$ cat config.mk
export PLATFORM = sky130hd
export DESIGN_NAME = button_debouncer_multi
export DESIGN_NICKNAME = d
export VERILOG_FILES = /design/src/rtl/button_debouncer_multi.sv
export SDC_FILE = /design/constraint.sdc
export NUM_CORES = 1
export LEC_CHECK = 0
export BUFFER_PORTS_ARGS = -buffer_cell sky130_fd_sc_hd__buf_2
export CORE_UTILIZATION = 57
export DETAILED_ROUTE_END_ITERATION = 8
export PLACE_DENSITY = 0.74
export SYNTH_ARGS = -nofsm -noshare
export SYNTH_HDL_FRONTEND = slang
export SYNTH_SLANG_ARGS = --single-unit
$ cat constraint.sdc
create_clock -name clk_i -period 2.8 [get_ports clk_i]
set_input_delay 0.28 -clock clk_i [delete_from_list [all_inputs] [get_ports clk_i]]
set_output_delay 0.28 -clock clk_i [all_outputs]
set_load 0.005 [all_outputs]
$ cat src/rtl/button_debouncer_multi.sv
`default_nettype none
// ============================================================================
//  Module   : button_debouncer_multi
//  Purpose  : N-channel push-button debouncer. Each channel synchronises a
//             raw button, filters it with a stability counter and produces a
//             clean level, one-cycle press/release pulses and optional
//             hold-to-auto-repeat pulses.
//  Ports    : clk_i        - system clock
//             reset_i      - asynchronous active-low reset
//             btn_i        - raw asynchronous buttons, active-high
//             repeat_en_i  - per-channel auto-repeat enable
//             level_o      - debounced level
//             press_o      - one-cycle pulse on debounced 0->1
//             release_o    - one-cycle pulse on debounced 1->0
//             repeat_o     - one-cycle auto-repeat pulse while held
//             any_press_o  - OR of press_o | repeat_o over all channels
//  Revision : 1.0 - initial release
// ============================================================================
module button_debouncer_multi #(
    parameter int N_CH       = 5,
    parameter int CNT_W      = 16,
    parameter int STABLE_CNT = 50000,
    parameter int HOLD_CNT   = 25000,
    parameter int REPEAT_CNT = 10000
) (
    input  logic            clk_i,
    input  logic            reset_i,
    input  logic [N_CH-1:0] btn_i,
    input  logic [N_CH-1:0] repeat_en_i,
    output logic [N_CH-1:0] level_o,
    output logic [N_CH-1:0] press_o,
    output logic [N_CH-1:0] release_o,
    output logic [N_CH-1:0] repeat_o,
    output logic            any_press_o
);

    // Terminal values: each counter is cleared when it reaches its last value,
    // so it can never wrap.
    localparam logic [CNT_W-1:0] STABLE_LAST = CNT_W'(STABLE_CNT - 1);
    localparam logic [CNT_W-1:0] HOLD_LAST   = CNT_W'(HOLD_CNT - 1);
    localparam logic [CNT_W-1:0] REPEAT_LAST = CNT_W'(REPEAT_CNT - 1);
    localparam logic [CNT_W-1:0] CNT_ONE     = CNT_W'(1);

    typedef enum logic [1:0] {
        ST_IDLE = 2'd0,
        ST_HOLD = 2'd1,
        ST_RPT  = 2'd2
    } rpt_state_e;

    for (genvar i = 0; i < N_CH; i++) begin : g_ch
        logic [1:0]       sync_q;
        logic [CNT_W-1:0] stab_q, stab_d;
        logic             level_q, level_d;
        logic             press_q, press_d;
        logic             release_q, release_d;
        logic             repeat_q, repeat_d;
        logic [CNT_W-1:0] hold_q, hold_d;
        rpt_state_e       state_q, state_d;
        logic             w_sync;
        logic             w_flip;

        assign w_sync = sync_q[1];

        // Stability filter: any sample equal to the current level restarts
        // the window, so only an unbroken run of STABLE_CNT differing samples
        // flips the level.
        always_comb begin
            stab_d    = stab_q;
            level_d   = level_q;
            w_flip    = 1'b0;
            if (w_sync == level_q) begin
                stab_d = '0;
            end else if (stab_q == STABLE_LAST) begin
                stab_d  = '0;
                level_d = w_sync;
                w_flip  = 1'b1;
            end else begin
                stab_d = stab_q + CNT_ONE;
            end
            // Pulses are registered alongside level so they coincide with
            // the first cycle the new level is visible.
            press_d   = w_flip &  w_sync;
            release_d = w_flip & ~w_sync;
        end

        // Auto-repeat FSM. Entry to HOLD is only from a fresh press edge, so
        // re-enabling while held does not resume repeating.
        always_comb begin
            state_d  = state_q;
            hold_d   = hold_q;
            repeat_d = 1'b0;
            case (state_q)
                ST_IDLE: begin
                    hold_d = '0;
                    if (press_d && repeat_en_i[i]) begin
                        state_d = ST_HOLD;
                    end
                end
                ST_HOLD: begin
                    if (release_d || !repeat_en_i[i]) begin
                        state_d = ST_IDLE;
                        hold_d  = '0;
                    end else if (hold_q == HOLD_LAST) begin
                        state_d  = ST_RPT;
                        hold_d   = '0;
                        repeat_d = 1'b1;
                    end else begin
                        hold_d = hold_q + CNT_ONE;
                    end
                end
                ST_RPT: begin
                    if (release_d || !repeat_en_i[i]) begin
                        state_d = ST_IDLE;
                        hold_d  = '0;
                    end else if (hold_q == REPEAT_LAST) begin
                        hold_d   = '0;
                        repeat_d = 1'b1;
                    end else begin
                        hold_d = hold_q + CNT_ONE;
                    end
                end
                default: begin
                    state_d = ST_IDLE;
                    hold_d  = '0;
                end
            endcase
        end

        always_ff @(posedge clk_i or negedge reset_i) begin
            if (!reset_i) begin
                sync_q    <= '0;
                stab_q    <= '0;
                level_q   <= 1'b0;
                press_q   <= 1'b0;
                release_q <= 1'b0;
                repeat_q  <= 1'b0;
                hold_q    <= '0;
                state_q   <= ST_IDLE;
            end else begin
                sync_q    <= {sync_q[0], btn_i[i]};
                stab_q    <= stab_d;
                level_q   <= level_d;
                press_q   <= press_d;
                release_q <= release_d;
                repeat_q  <= repeat_d;
                hold_q    <= hold_d;
                state_q   <= state_d;
            end
        end

        assign level_o[i]   = level_q;
        assign press_o[i]   = press_q;
        assign release_o[i] = release_q;
        assign repeat_o[i]  = repeat_q;
    end

    // OR of registered pulses only, so this output cannot glitch.
    assign any_press_o = |(press_o | repeat_o);

endmodule
`default_nettype wire

; After elaboration in Yosys (flattened, before gate mapping)
; Index checks and enable logic that the tools add are counted.
[totals]
input_bits = 12
out_inout_bits = 21
elab_cells = 242
register_bits = 200
[op_classes]
addsub = 10
n_reduce_logical = 31
bitwise_logic = 21
muxes = 95
n_eq_ne = 45
[op_table]
columns = operator, n
row1 = 2-to-1 mux 16 bit, 30
row2 = adder 16 x 1 -> 16 bit (second input constant), 10
row3 = case mux 16 bit (2 select lines), 5
row4 = == test 16 x 14 -> 1 bit (second input constant), 5
row5 = == test 16 x 15 -> 1 bit (second input constant), 5
row6 = == test 16 bit (second input constant), 5
row7 = 2-to-1 mux 2 bit, 20
row8 = 2-to-1 mux 1 bit, 30
row9 = case mux 2 bit (3 select lines), 5
row10 = != test 2 bit (second input constant), 10
row11 = != test 3 bit (second input constant), 5
row12 = AND reduction 3 bit, 5
row13 = AND 1 bit, 10
row14 = == test 2 x 1 -> 1 bit (second input constant), 5
row15 = == test 2 bit (second input constant), 5
row16 = zero test 2 bit, 5
row17 = inverter 1 bit, 10
row18 = case mux 1 bit (2 select lines), 5
row19 = AND reduction 2 bit, 5
row20 = == test 1 bit, 5
row21 = logical AND 1 bit, 5
row22 = zero test 1 bit, 5
row23 = logical OR 1 bit, 5
row24 = OR 5 bit, 1
row25 = OR reduction 5 bit, 1

; Logic depth before layout (Yosys ltp)
[depth]
ltp_word = 7
mapped_depth = 8
depth_no_buf = 7

; Worst setup path before layout
; OpenSTA, ideal clock, no wires.
[synth_timing]
path_type = register -> register
start = register g_ch[4].stab_q[0]
end = register g_ch[4].state_q[0]
setup_time_ns = 0.128
period_less_slack_ns = 1.959
required_ns = 2.672
arrival_time_ns = 1.832
stages_incl_launch_ff = 8
path_buffers = 0
setup_slack_ns = 0.841
cell_sequence = dfrtp_1 > ha_1 > and3_1 > nand4_2 > o31a_1 > o22ai_2 > o31ai_1 > mux2_1
[synth_via]
elab_chain_cells = 7
word_cells_on_any_way = 13
cone_classes = eq/ne (4) / mux (4) / bitwise (2) / reduce/logical (3)
[synth_lines]
columns = item, line_no
row1 = start: declaration, 52  ; logic [CNT_W-1:0] stab_q, stab_d;
row2 = start signal: assignment, 141  ; stab_q <= stab_d;
row3 = == test 16 bit *, 73  ; end else if (stab_q == STABLE_LAST) begin
row4 = 2-to-1 mux 1 bit *, 73
row5 = 2-to-1 mux 1 bit *, 71  ; if (w_sync == level_q) begin
row6 = "AND 1 bit, on equally long branches", "83, 82"
row7 = logical OR 1 bit / logical AND 1 bit (equally long branches), "100, 112, 95"
row8 = "!= test 3 bit (no source line), or another cell as far along", -
row9 = AND reduction 3 bit (no source line) / case mux 2 bit (3 select lines) (equally long branches), -
row10 = end signal: assignment, 147  ; state_q <= state_d;
row11 = end: declaration, 58  ; rpt_state_e state_q, state_d;
; Every way passes the cells marked *; elsewhere a longest branch is shown, timed or not.
; A chain may end at the register's enable or synchronous reset.

; Worst setup path after layout
[layout_timing]
start = register g_ch[0].hold_q[4]
end = register g_ch[0].hold_q[11]
[layout_via]
elab_chain_cells = 4
word_cells_on_any_way = 8
cone_classes = add/sub (1) / eq/ne (2) / mux (5)
[layout_lines]
columns = item, line_no
row1 = start: declaration, 57  ; logic [CNT_W-1:0] hold_q, hold_d;
row2 = start signal: assignment, 146  ; hold_q <= hold_d;
row3 = "adder 16 x 1 -> 16 bit, or another cell as far along", "108, 119"
row4 = "2-to-1 mux 16 bit, on equally long branches", "115, 103"
row5 = "2-to-1 mux 16 bit, on equally long branches", "112, 100"
row6 = case mux 16 bit (2 select lines) *, 92  ; case (state_q)
row7 = named net g_ch[0].hold_d[11], 57
; The timed path passes the listed nets; every way through them passes the cells marked *.

==> results.cfg <==
[cells_and_area]
nets = 1036
final_cell_mix = dfrtp_1 (200), nor2_1 (185), xor2_1 (87)
drive_gt1_share_pct = 8.99
layout_commonest_cell = dfrtp_1
fillers = 1375
syn_to_final_growth_pct = 9.65
final_cells = 1232
final_area_sq_um = 10700
antenna_cells = 0

[pwr]
p_per_area_nw_per_um2 = 519
p_leak_uw = 0.00470
ir_drop_v = 0.000451

[routing]
viasPerCell = 5.44
drtIter0Drc = 324
route.final.wire_length_um = 17100
vias = 6708
postRouteAntennaNets = 0
dr.pass1.iters = 7
route.detailed.drc = 0
avgRoutedWirePerCell_um = 13.9

[global_routing]
first_global_vias = 6624
antenna_found_initial = 0
grt_pass1_wl_um = 30200
overflow = 0
grt_max_degree = 79
grt_usage_pct = 20.9

[floorplan]
floorplan.initialDensity_pct = 58.6
dieHeight_um = 133
die_x_um = 133
coreArea_sq_um = 16700
ios = 33
dieArea_sq_um = 17700
num_rows = 47

[run_status]
status = finished clean

[worst_setup_path]
worstSetupPathType = flip-flop to flip-flop
cp-end-kind = flip-flop
cpMaxStageDelayCell = nand3_1
worstPathRequired_ns = 3.08
cp.buffers_inverters = 0
critPathMaxFanout = 16
crit_arrival_ns = 2.47
crit_chain = nor4_1 > nand3b_1 > nor4_1 > o21ai_0 > nand3_1 > nor2_1
timing.critical_path.max_delay_family = simple AND/OR/NAND/NOR gates
start_kind = flip-flop
crit_path_frequent_cell = nor4_1
r2r_setup_slack_ns = 0.60
slowest_delay_ns = 0.46

[logic_synthesis]
synth_area_sq_um = 9790
synthCells = 970
ys_seq_area_share_pct = 51.1
netlist-cell-type-count = 53
yosys_warnings = 0
synth-seq-cells = 200
synth_ff_type = dfrtp_1
avgSynthCellArea_sq_um = 10.1
ys_async_sr_fraction_pct = 100
synth_edf_count = 0
syn_nets = 1007

[sta]
rsz0062_at_grt = false
setup_violations = 0
worst_pin_slew_ns = 0.812
fmaxAchievable_mhz = 455
skew_ns = 0.00780
relSlewSlack_pct = 45.4
fin_crit_sh_pct = 78.5
maxSlewViolCount = 0
fin_tns_setup_ns = 0
hold_violations = 0
period_needed_ns = 2.20

[placed_design]
hpwl_um = 11600
io_buffers = 32
dp_cells = 1194
place_area_sq_um = 10100
gp_congestion = 0.810

[clocking]
numClockSinks = 200
clkSlewWorstSetupHoldPaths_ns = 0.07
cts-buffers-inserted = 17
tritoncts = yes
htreeDepth = 4
postCtsSetupBuffers = 0
clk_latency_ns = 0.42
clockBufferDepth = 2
root_buffer = clkbuf_16

[run]
drv_cap = 0

[min_path]
hold_class = input pin to flip-flop
[timing repair]
action	in CTS	in global routing
resized for setup	0	0
hold buffers	6	0
endpoints found under the hold margin	80	0
[final timing paths]
check | cells past startpoint | startpoint | endpoint
setup / recovery | 6 | g_ch[0].hold_q[4] | g_ch[0].hold_q[11]
hold / removal | 3 | repeat_en_i[3] | g_ch[3].state_q[0]
setup reg to reg | 6 | g_ch[0].hold_q[4] | g_ch[0].hold_q[11]
hold reg to reg | 0 | g_ch[2].sync_q[0] | g_ch[2].sync_q[1]
max in group asynchronous | 3 | reset_i | g_ch[1].sync_q[0]
min in group asynchronous | 2 | reset_i | g_ch[2].stab_q[8]
[per-layer routing]
| metal | vias up | part of all wire (%) | GRT usage (%) |
|---|---|---|---|
| met5 | - | 0 | 0 |
| met4 | 0 | 0.85 | 5.81 |
| met3 | 10 | 2.5 | 4.44 |
| met2 | 71 | 49 | 35.0 |
| met1 | 3294 | 48 | 27.4 |
| li1 | 3333 | - | - |
[worst register-to-register path, cell delays in order, from the launching register on]
cell      delay (ns)
dfrtp_1         0.43
nor4_1          0.35
nand3b_1        0.11
nor4_1          0.45
o21ai_0         0.13
nand3_1         0.46
nor2_1          0.12
[synth_stat cells (5+ instances only)]
cell      count  area (sq um)
a21oi_1      12          60.1
nor4_1        9          56.3
and4_1        6          52.6
nor3b_1       6          45.0
clkbuf_1      6          22.5
xor2_1       87           762
nor3_1       13          65.1
dfrtp_1     200          5000
nand4_1      35           219
nor2_1      185           694
or3_1         5          31.3
xnor2_1      51           447
ha_1         25           313
inv_1        31           116
mux2_2        5          56.3
nand3_1      56           280
o21ai_0      18          90.1
nor4b_1       6          52.6
and4b_1       5          50.1
buf_4        22           165
nand2_1      72           270
and3_1       42           263
nor2b_1       7          43.8
nor4bb_1      9          90.1
nand2b_1     10          62.6
[layout make-up]
cell class	instances	area, sq um	area share [%]
clock buffers	18	429	4.00
clock inverters	14	173	1.61
inverters	31	116	1.08
multi-input cells	708	4460	41.6
flip-flops and latches	200	5000	46.6
well taps	220	275	2.56
repair buffers	41	277	2.58
[power by group]
part           switching [uW]  total [uW]  internal [uW]
sequential               24.1        2940           2910
clock                    1080        2500           1420
combinational            95.2         137           42.2
[through the flow]
stage	power (uW)	worst slack [ns]	util, %	hold slack, ns
2_1_floorplan	3040	0.841	-	-0.0156
3_3_place_gp	3130	0.701	60.3	0.333
3_5_place_dp	3130	0.610	60.3	0.338
4_1_cts	5640	0.583	64.3	0.101
5_1_grt	5770	0.284	64.3	0.121
6_report	5570	0.603	64.3	0.120
[flip-flops by register name, summed over array words and instances, names as in the netlist]
| register | flops |
|---|---|
| g_ch.hold_q | 80 |
| g_ch.stab_q | 80 |
| g_ch.state_q | 10 |
| g_ch.sync_q | 10 |
| g_ch.level_q | 5 |
| g_ch.press_q | 5 |
| g_ch.release_q | 5 |
| g_ch.repeat_q | 5 |
[logic make-up after synthesis]
logic type | share of synthesized area (%)
adders and majority gates | 3.19
muxes | 0.843
DFF | 51.1
xor gates and xnor gates | 12.3
and+or+nand+nor | 25.9
buffers and inverters | 3.32
AOI/OAI and AO/OA | 3.26
Power figures use the tool's default switching activity.
